===== src/rtl/alu_pipe.sv =====
// Two-stage ALU pipeline: stage 1 registers the request, stage 2 computes and registers
// result, flags {N,Z,C,V} and err. A stall (result held, consumer not ready) freezes both stages.
module alu_pipe #(
  parameter int NB_OPERANDO = 8,
  parameter int NB_OPCODE   = 6
) (
  input  logic                   clk,
  input  logic                   reset,
  input  logic                   in_valid,
  output logic                   in_ready,
  input  logic [NB_OPERANDO-1:0] dato_a,
  input  logic [NB_OPERANDO-1:0] dato_b,
  input  logic [NB_OPCODE-1:0]   opcode,
  output logic                   out_valid,
  input  logic                   out_ready,
  output logic [NB_OPERANDO-1:0] out,
  output logic [3:0]             flags,
  output logic                   err
);
  localparam int W      = NB_OPERANDO;
  localparam int STAGES = 2;
  localparam logic [W-1:0] SH_MAX = W'(W);

  localparam logic [NB_OPCODE-1:0] OP_ADD = NB_OPCODE'(6'b100000);
  localparam logic [NB_OPCODE-1:0] OP_SUB = NB_OPCODE'(6'b100010);
  localparam logic [NB_OPCODE-1:0] OP_AND = NB_OPCODE'(6'b100100);
  localparam logic [NB_OPCODE-1:0] OP_OR  = NB_OPCODE'(6'b100101);
  localparam logic [NB_OPCODE-1:0] OP_XOR = NB_OPCODE'(6'b100110);
  localparam logic [NB_OPCODE-1:0] OP_NOR = NB_OPCODE'(6'b100111);
  localparam logic [NB_OPCODE-1:0] OP_SRL = NB_OPCODE'(6'b000010);
  localparam logic [NB_OPCODE-1:0] OP_SRA = NB_OPCODE'(6'b000011);
  localparam logic [NB_OPCODE-1:0] OP_SLL = NB_OPCODE'(6'b000000);

  typedef struct packed {
    logic [W-1:0]         a;
    logic [W-1:0]         b;
    logic [NB_OPCODE-1:0] op;
  } req_t;

  typedef struct packed {
    logic [W-1:0] res;
    logic [3:0]   flags;
    logic         err;
  } rsp_t;

  logic [STAGES:1] vld_pipe_q;
  req_t            req_q;
  rsp_t            rsp_q, rsp_d;
  logic            stall;

  logic [W:0]   sum, shl, shr, sra;
  logic [W-1:0] diff, r;
  logic         big, c, v, e;

  assign stall     = vld_pipe_q[STAGES] & ~out_ready;
  assign in_ready  = ~stall;
  assign out_valid = vld_pipe_q[STAGES];
  assign out       = rsp_q.res;
  assign flags     = rsp_q.flags;
  assign err       = rsp_q.err;

  // Shifts are done one bit wider so the last bit shifted out lands in the extra bit.
  always_comb begin
    sum  = {1'b0, req_q.a} + {1'b0, req_q.b};
    diff = req_q.a - req_q.b;
    shl  = {1'b0, req_q.a} << req_q.b;
    shr  = {req_q.a, 1'b0} >> req_q.b;
    sra  = $signed({req_q.a, 1'b0}) >>> req_q.b;
    big  = req_q.b >= SH_MAX;
    r    = '0;
    c    = 1'b0;
    v    = 1'b0;
    e    = 1'b0;
    case (req_q.op)
      OP_ADD: begin
        r = sum[W-1:0];
        c = sum[W];
        v = (req_q.a[W-1] == req_q.b[W-1]) && (r[W-1] != req_q.a[W-1]);
      end
      OP_SUB: begin
        r = diff;
        c = req_q.a < req_q.b;
        v = (req_q.a[W-1] != req_q.b[W-1]) && (r[W-1] != req_q.a[W-1]);
      end
      OP_AND: r = req_q.a & req_q.b;
      OP_OR:  r = req_q.a | req_q.b;
      OP_XOR: r = req_q.a ^ req_q.b;
      OP_NOR: r = ~(req_q.a | req_q.b);
      OP_SRL: if (!big) begin r = shr[W:1]; c = shr[0]; end
      OP_SRA: begin
        if (big) r = {W{req_q.a[W-1]}};
        else begin r = sra[W:1]; c = sra[0]; end
      end
      OP_SLL: if (!big) begin r = shl[W-1:0]; c = shl[W]; end
      default: e = 1'b1;
    endcase
    rsp_d.res   = r;
    rsp_d.flags = {r[W-1], r == '0, c, v};
    rsp_d.err   = e;
  end

  // Result registers only load on a real stage-1 entry so they hold while out_valid=0.
  always_ff @(posedge clk) begin
    if (reset) begin
      vld_pipe_q <= '0;
      req_q      <= '0;
      rsp_q      <= '0;
    end else if (!stall) begin
      vld_pipe_q <= {vld_pipe_q[STAGES-1:1], in_valid};
      if (in_valid)      req_q <= '{a: dato_a, b: dato_b, op: opcode};
      if (vld_pipe_q[1]) rsp_q <= rsp_d;
    end
  end
endmodule

===== config.mk =====
export PLATFORM = sky130hd
export DESIGN_NAME = alu_pipe
export DESIGN_NICKNAME = d
export VERILOG_FILES = /design/src/rtl/alu_pipe.sv
export SDC_FILE = /design/constraint.sdc
export NUM_CORES = 1
export LEC_CHECK = 0
export BUFFER_PORTS_ARGS = -buffer_cell sky130_fd_sc_hd__buf_2
export CAP_MARGIN = 20
export CORE_ASPECT_RATIO = 1.5
export CORE_MARGIN = 2
export CORE_UTILIZATION = 64
export CTS_CLUSTER_SIZE = 28
export DETAILED_ROUTE_END_ITERATION = 12
export MAX_ROUTING_LAYER = met4
export PLACE_DENSITY = 0.87
export SETUP_SLACK_MARGIN = 0.05
export SKIP_LAST_GASP = 1
export SYNTH_ARGS = -nofsm -noshare
export SYNTH_HDL_FRONTEND = slang
export SYNTH_SLANG_ARGS = --single-unit

===== constraint.sdc =====
create_clock -name clk -period 5.4 [get_ports clk]
set_clock_uncertainty 0.15 [all_clocks]
set_input_delay 1.62 -clock clk [delete_from_list [all_inputs] [get_ports clk]]
set_output_delay 1.62 -clock clk [all_outputs]
set_load 0.03 [all_outputs]

==> results of run 1 <==
-- state kept, by name, summed over array words and instances, names as in the netlist --
register    flops
req_q          22
vld_pipe_q      2
flags           3
err             1
out             8
-- area by class of cell --
cell class | count | area [sq um] | area share [%]
tap | 70 | 87.6 | 2.33
timing repair buffer | 44 | 230 | 6.13
inverter | 27 | 101 | 2.70
multi-input combinational | 388 | 2540 | 67.6
clock buffer | 6 | 72.6 | 1.93
clock inverter | 1 | 5.00 | 0.133
sequential | 36 | 721 | 19.2
-- placed cells by master, fill, tap and decap left out, drive strengths merged, types with 3 or more instances in the layout --
cell,count
a211oi,9
a21o,4
a21oi,48
a221o,4
a221oi,4
a22o,3
a22oi,4
a31oi,7
a32o,3
and2,6
and3,4
buf,44
clkbuf,6
clkinv,3
dfxtp,36
ha,24
inv,25
mux2i,14
mux4,3
nand2,91
nand2b,4
nand3,3
nand4,4
nor2,33
nor2b,6
nor3,20
nor3b,4
nor4,4
o2111ai,3
o211a,4
o211ai,9
o21ai,23
o221ai,4
o22ai,3
xnor2,6
-- worst register-to-register path, cell delays in order (launching register included) --
cell and delay (ns):
sky130_fd_sc_hd__dfxtp_1 0.61, sky130_fd_sc_hd__inv_1 0.26, sky130_fd_sc_hd__ha_1 0.48, sky130_fd_sc_hd__and3_1 0.22, sky130_fd_sc_hd__a221o_1 0.37, sky130_fd_sc_hd__o41ai_2 0.40, sky130_fd_sc_hd__nor2_1 0.07, sky130_fd_sc_hd__nor3_1 0.18
sky130_fd_sc_hd__a21oi_1 0.07, sky130_fd_sc_hd__a211oi_1 0.33, sky130_fd_sc_hd__a32o_2 0.23
-- layer usage --
metal  global-route usage [%]  share of wire [%]  vias up
li1                         -                  -     1780
met1                     43.8                 37     1735
met2                     62.8                 48      206
met3                     5.24                7.3       58
met4                     28.5                8.0        0
met5                        -                  0        -
-- path summary, 6_finish.rpt --
path	startpoint	endpoint	slack [ns]	depth (start not counted)
max	out_ready	in_ready	1.49	3
min	flags[0]	flags[0]	0.32	2
max reg2reg	req_q[9]	flags[2]	1.98	10
min reg2reg	flags[0]	flags[0]	0.32	2
-- stage by stage --
step / util [%] / hold slack (ns) / cells
finish: 69.4 / 0.323 / 572
global route: 69.4 / 0.349 / 572
CTS: 69.4 / 0.322 / 572
detailed placement: 68.0 / 0.312 / 565
global placement: 68.0 / 0.294 / 565
floorplan: - / 0.298 / 487
-- cells by family (layout without fill, tap and decap cells) --
| kind of cell | count (synthesis) | in the layout | synth area share [%] |
|---|---|---|---|
| buffers and inverters | 63 | 78 | 7.50 |
| AO/OA/AOI/OAI | 148 | 148 | 28.3 |
| adder cells (fa/ha/maj) | 26 | 26 | 9.66 |
| XOR/XNOR | 8 | 8 | 1.99 |
| AND/OR/NAND/NOR | 188 | 188 | 25.9 |
| multiplexers | 18 | 18 | 6.22 |
| flip-flops | 36 | 36 | 20.5 |
-- power groups by stage --
stage          clock, mW  sequential [mW]  combinational (mW)
5_1_grt            0.190            0.315               0.302
3_3_place_gp           0            0.318               0.267
2_1_floorplan          0            0.315               0.199
4_1_cts            0.180            0.312               0.272
6_report           0.179            0.314               0.278
3_5_place_dp           0            0.318               0.270
==> results summary, run 1 <==
After layout, the design draws a total of 0.770 mW. The signed area change from the synthesized netlist to the final layout is 6.61%. The run finished with clean final reports. The number of global-route vias before repair is 3,486. The min-delay analysis places its worst path in the category flip-flop to flip-flop. The setup path with the least slack is of type input port to output pin. The die width is 64.6 um.

The top cell type by area accounts for 20.5% of the synthesized area. The count of nets left with antenna violations once routing finished came out at 0. The final wirelength is approximately 11,000 um. The number of failing hold endpoints at the final stage was 0. The clock-pin slew on the worst setup and hold paths came out at ~0.07 ns. Global routing used about two fifths of the available tracks. The register area share after synthesis is 20.5%. The post-route setup TNS came out at 0 ns.

The core region is approximately 5400 sq um. The vias per cell came out at 6.61. The master of the slowest instance on the critical path is sky130_fd_sc_hd__buf_2. The most used cell along the critical path is sky130_fd_sc_hd__buf_2. At the later pin of the worst-skew pair, clock insertion delay measures 0.29 ns. The floorplan has 33 rows. The first-pass GRT wire length is 17,700 um.

The switching share of total power is 38.9%. Counting instances in the post-synthesis netlist gives the leading cell types as sky130_fd_sc_hd__nand2_1 (91), sky130_fd_sc_hd__a21oi_1 (47), sky130_fd_sc_hd__dfxtp_1 (36). The share of total power in sequential cells came out at 40.7%. The summed instance area of the synthesized netlist came out at between 3000 and 4000 sq um. The relative slew slack is approximately a third.

The number of levels in the clock H-tree came out at 2. The share of power burned in combinational logic came out at between 30% and 40%. Summing over every cut layer, the via total after detailed routing is 3,779. The net load switching power came out at 0.300 mW.

In the routed design, unresolved DRC markers number 0. Subtracting the final worst setup slack from the clock period gives just under 4 ns. The maximum clock path buffer count is 2. The initial antenna violation count is 0. The half-perimeter wire length after placement is roughly 8500 um. The max capacitance violation total came out at 0. The clock network fraction of total power came out at 23.3%.

The global placement routability congestion is 1.04. The maximum net fanout on the critical path is 7. The cell-internal power came out at 0.470 mW.

After global routing the overflow that remains totals 0. The arrival time of the worst setup path is ~2.1 ns. The delay of the slowest cell on the worst path is 0.22 ns. The number of different library cells in the post-synthesis netlist came out at 70. The leakage dissipation is around 1.5 nW. The post-cts resize count came out at 0. In this run the count of I/O pins placed on the die edge is 41.

Walking the worst path, the cells encountered are buf_2 > nand2b_1 > buf_2. Sorting the synthesized cells by area gives the leading types as sky130_fd_sc_hd__dfxtp_1 (20%), sky130_fd_sc_hd__nand2_1 (9.7%), sky130_fd_sc_hd__ha_1 (8.5%). The endpoint type of the worst setup path is an output pin. TritonCTS built the clock tree.

The largest total area in the synthesized netlist belongs to sky130_fd_sc_hd__dfxtp_1. The buffers inserted during post-CTS setup optimization is 0. The clock tree root driver cell is sky130_fd_sc_hd__clkbuf_8. The post-detailed-placement cell area came out at 3680 sq um.

The count of buffers inserted at the top-level ports is 40. Setup repair after global routing left no endpoint under its margin. The number of violations reported at the end of detailed-routing iteration 0 came out at between 400 and 500. The number of detailed-routing iterations run before antenna repair is 5. The number of buffers and inverters on the critical path is 2. The final critical-path share of the clock period came out at 72.3%. The count of hold buffers inserted by post-cts repair is 0. The maximum clock frequency is 256 MHz. The final net count is approximately 550.

The number of enable-type register cells in the synthesized netlist is 0. The maximum number of pins on one net before global-route repair came out at 35. The count of synthesis-stage warnings from yosys came out at 0.

The mean instance size in the synthesized netlist came out at between 7 and 8 sq um. In the post-route analysis, the smallest setup slack over all paths is 1.49 ns. Of the cells placed in the final design, the portion with a size suffix greater than 1 is 13.1%. The type of origin of the critical path is an input port. The number of diodes added for antenna fixing came out at 0. The commonest register cell after synthesis is sky130_fd_sc_hd__dfxtp_1. The setup violation total in the final timing report came out at 0. The die covers 6120 sq um. The number of clock buffers inserted by TritonCTS is 5. Once the floorplan was initialized, standard cells occupied 65.1% of the core. The number of instances in the synthesized netlist came out at 487. The register bit count reported by yosys came out at 36.

The total nets after synthesis is 539. The worst-case vdd ir drop came out at 279 uV. The required time of the critical path came out at between 3 and 4 ns. The largest delay contributor family on the critical path is buffers and inverters. The floorplan step set the die height to between 90 and 100 um. The pre-CTS setup slack is 1.50 ns. CTS saw 36 sinks. The post-layout instance area is 3750 sq um.

The wire length per cell after detailed routing came out at slightly below 20 um. The final-layout fill cell count is between 400 and 500. The share of synthesized registers carrying an async set or reset came out at 0%.

The actual transition at the worst max-transition pin is about 1 ns. The total power divided by cell area came out at 205 nW/um^2. The leading cell type by number of instances after synthesis is sky130_fd_sc_hd__nand2_1.

The total count of max-transition violations in the final report is 0.
(Power assumes the default switching activity.)
==> inputs of run 2 (changes only) <==
--- a/config.mk
+++ b/config.mk
@@ -9,11 +9,11 @@
 export CAP_MARGIN = 20
 export CORE_ASPECT_RATIO = 1.5
 export CORE_MARGIN = 2
-export CORE_UTILIZATION = 64
+export CORE_UTILIZATION = 54
 export CTS_CLUSTER_SIZE = 28
 export DETAILED_ROUTE_END_ITERATION = 12
 export MAX_ROUTING_LAYER = met4
-export PLACE_DENSITY = 0.87
+export PLACE_DENSITY = 0.79
 export SETUP_SLACK_MARGIN = 0.05
 export SKIP_LAST_GASP = 1
 export SYNTH_ARGS = -nofsm -noshare
==> constraint.sdc (replaced) <==
create_clock -name clk -period 3.3 [get_ports clk]
set_clock_uncertainty 0.15 [all_clocks]
set_input_delay 0.99 -clock clk [delete_from_list [all_inputs] [get_ports clk]]
set_output_delay 0.99 -clock clk [all_outputs]
set_load 0.03 [all_outputs]
==> results summary, run 2 (synthesis gave the netlist of run 1 again) <==
The half-perimeter wire length after placement was 9330 um (+9.4%). The placement row count is 36 (+9.1%). The maximum clock path buffer count is 2 (unchanged). The final wirelength is 12,100 um (+6.2%). The library cells used most frequently in the layout, excluding fill and tap cells, are sky130_fd_sc_hd__nand2_1 (91), sky130_fd_sc_hd__a21oi_1 (47), sky130_fd_sc_hd__buf_2 (40), sky130_fd_sc_hd__dfxtp_1 (36), sky130_fd_sc_hd__nor2_1 (32). The number of clock sinks is 36 (unchanged). The starting density of the core came out at 55.1% (-10 points). The maximum net fanout on the critical path came to 10 (+3).

The required time of the critical path is 3.41 ns (-0.22 ns). The flip-flop count of the largest register after layout came out at 22 (unchanged). The post-layout minimum cycle time is 3.01 ns. The non-filler instance count after layout came out at 599 (+4.7%). The number of levels in the clock H-tree came out at 2 (unchanged). The global placement routability congestion is 1.10 (+5.4%). The proportion of layout cells with a drive suffix above 1 is 16.8% (+3.7 points). The total number of vias came out at 3,838 (+1.6%). The delay of the slowest cell on the worst path came out at 0.47 ns (+0.25 ns).

The clock tree root driver cell is sky130_fd_sc_hd__clkbuf_8. The worst setup path is launched from a flip-flop. The signed area change from the synthesized netlist to the final layout came out at 11.8%. The min-delay analysis places its worst path in the category flip-flop to flip-flop. The wire length per cell after detailed routing is 20.1 um (+1.4%). The number of violations reported at the end of detailed-routing iteration 0 came out at 375 (-22%). The post-cts resize count came out at 0 (unchanged). The type of the worst setup path is flip-flop to flip-flop. The count of hold buffers inserted by post-cts repair was 0 (unchanged). The number of detailed-routing iterations run before antenna repair is 5 (unchanged). The maximum number of pins on one net before global-route repair is 35 (unchanged). The run finished with clean final reports. The total grt overflow came out at 0 (unchanged). The die outline area came out at 7200 sq um (+18%). The TritonCTS clock tree is yes. The actual transition at the worst max-transition pin came to 0.750 ns (-0.271 ns). The buffers inserted during post-CTS setup optimization is 0 (unchanged). The worst-case vdd ir drop is 293 uV (+5.1%). The maximum clock frequency is about 330 MHz.

The count of buffers inserted at the top-level ports was 40 (unchanged). The all-layer global routing usage came out at 35.7% (-3.2 points). The number of global-route vias before repair is 3,640 (+4.4%). The setup violation total in the final timing report came to 0 (unchanged). The number of design rule violations left after detail routing was 0 (unchanged). The final worst hold slack came out at 0.317 ns (-0.00690 ns).

The number of cells after detailed placement is 591 (+4.6%). The number of failing hold endpoints at the final stage was 0 (unchanged). The insertion delay to the later sink of the worst-skew pair came out at 0.31 ns (+0.02 ns). The placeable core region came to 6400 sq um (+18%). The number of diodes added for antenna fixing came out at 0 (unchanged). The height of the die was 103 um (+8.5%).

The register with the most flip-flops is req_q. The leakage dissipation is 1.62 nW (+7.3%). The final-layout fill cell count is 622 (+36%).

The endpoint type of the worst setup path is a flip-flop. The remaining antenna violation count is 0 (unchanged). The clock-pin slew on the worst setup and hold paths is 0.08 ns (about the same). The die width is 69.9 um (+8.3%). The count of boundary I/O pins is 41 (unchanged). The arrival time of the worst setup path is 3.12 ns (+0.98 ns). The max capacitance violation total is 0 (unchanged). The initial antenna violation count is 0 (unchanged). The total count of max-transition violations in the final report came out at 0 (unchanged).

The post-route setup TNS is 0 ns (unchanged). Setup repair after global routing left no endpoint under its margin. The first-pass GRT wire length is 19,200 um (+8.4%). Leaving out fill and tap cells, the most frequent cell in the layout is sky130_fd_sc_hd__nand2_1. The master of the slowest instance on the critical path is sky130_fd_sc_hd__dfxtp_1. The total power divided by cell area came to 338 nW/um^2 (+65%). Walking the worst path, the cells encountered are inv_1 > ha_1 > and3_1 > a221o_1 > o41ai_4 > nor2_1 > nor3_1 > a21oi_1 > a211oi_1 > a32o_2. The final net count came out at 574 (+3.6%). The number of clock buffers inserted by TritonCTS was 5 (unchanged).

The vias per cell came out at 6.41 (-3.0%). The relative slew slack is 49.9% (+18 points). The final critical-path share of the clock period is roughly nine tenths.
==> run 2: layout make-up <==
cell class	count	area, sq um	area share (%)
clock buffer	5	68.8	1.75
clock inverter	3	21.3	0.540
inverter	27	101	2.57
multi-input combinational	388	2550	64.7
sequential	36	721	18.3
tap	76	95.1	2.42
timing repair buffer	64	380	9.66
==> run 2: worst paths after layout <==
kind	startpoint	end	slack, ns	cells past startpoint
min reg2reg	out[4]	out[4]	0.32	2
max reg2reg	req_q[9]	flags[2]	0.29	10
min	out[4]	out[4]	0.32	2
max	req_q[9]	flags[2]	0.29	10
==> run 2: metrics by stage <==
| stage | worst slack [ns] | util (%) | power [mW] | area, sq um |
|---|---|---|---|---|
| 2_1_floorplan | 0.376 | - | 0.842 | 3520 |
| 3_3_place_gp | 0.405 | 60.0 | 0.984 | 3830 |
| 3_5_place_dp | 0.281 | 60.0 | 0.992 | 3830 |
| 4_1_cts | 0.267 | 61.4 | 1.32 | 3930 |
| 5_1_grt | 0.0609 | 61.5 | 1.40 | 3940 |
| 6_report | 0.294 | 61.5 | 1.33 | 3940 |
==> run 2: routing by layer <==
layer	up-vias	global-route usage, %	wire [um]
li1	1828	-	-
met1	1781	41.7	4800
met2	189	59.8	5830
met3	40	4.89	796
met4	0	18.8	631
met5	-	-	0
==> run 2: power breakdown <==
group	internal, mW	leakage, nW	switching, mW
clock	0.150	0.0445	0.185
combinational	0.185	1.28	0.325
sequential	0.461	0.296	0.0244
total	0.796	1.62	0.535
==> run 2: worst max-delay path: cells and delay by family (launching register included) <==
kind	cells	cell delay [ns]
AO/OA/AOI/OAI	5	1.25
adder cells (fa/ha/maj)	1	0.45
buffers and inverters	1	0.16
flip-flops	1	0.47
AND/OR/NAND/NOR	3	0.47
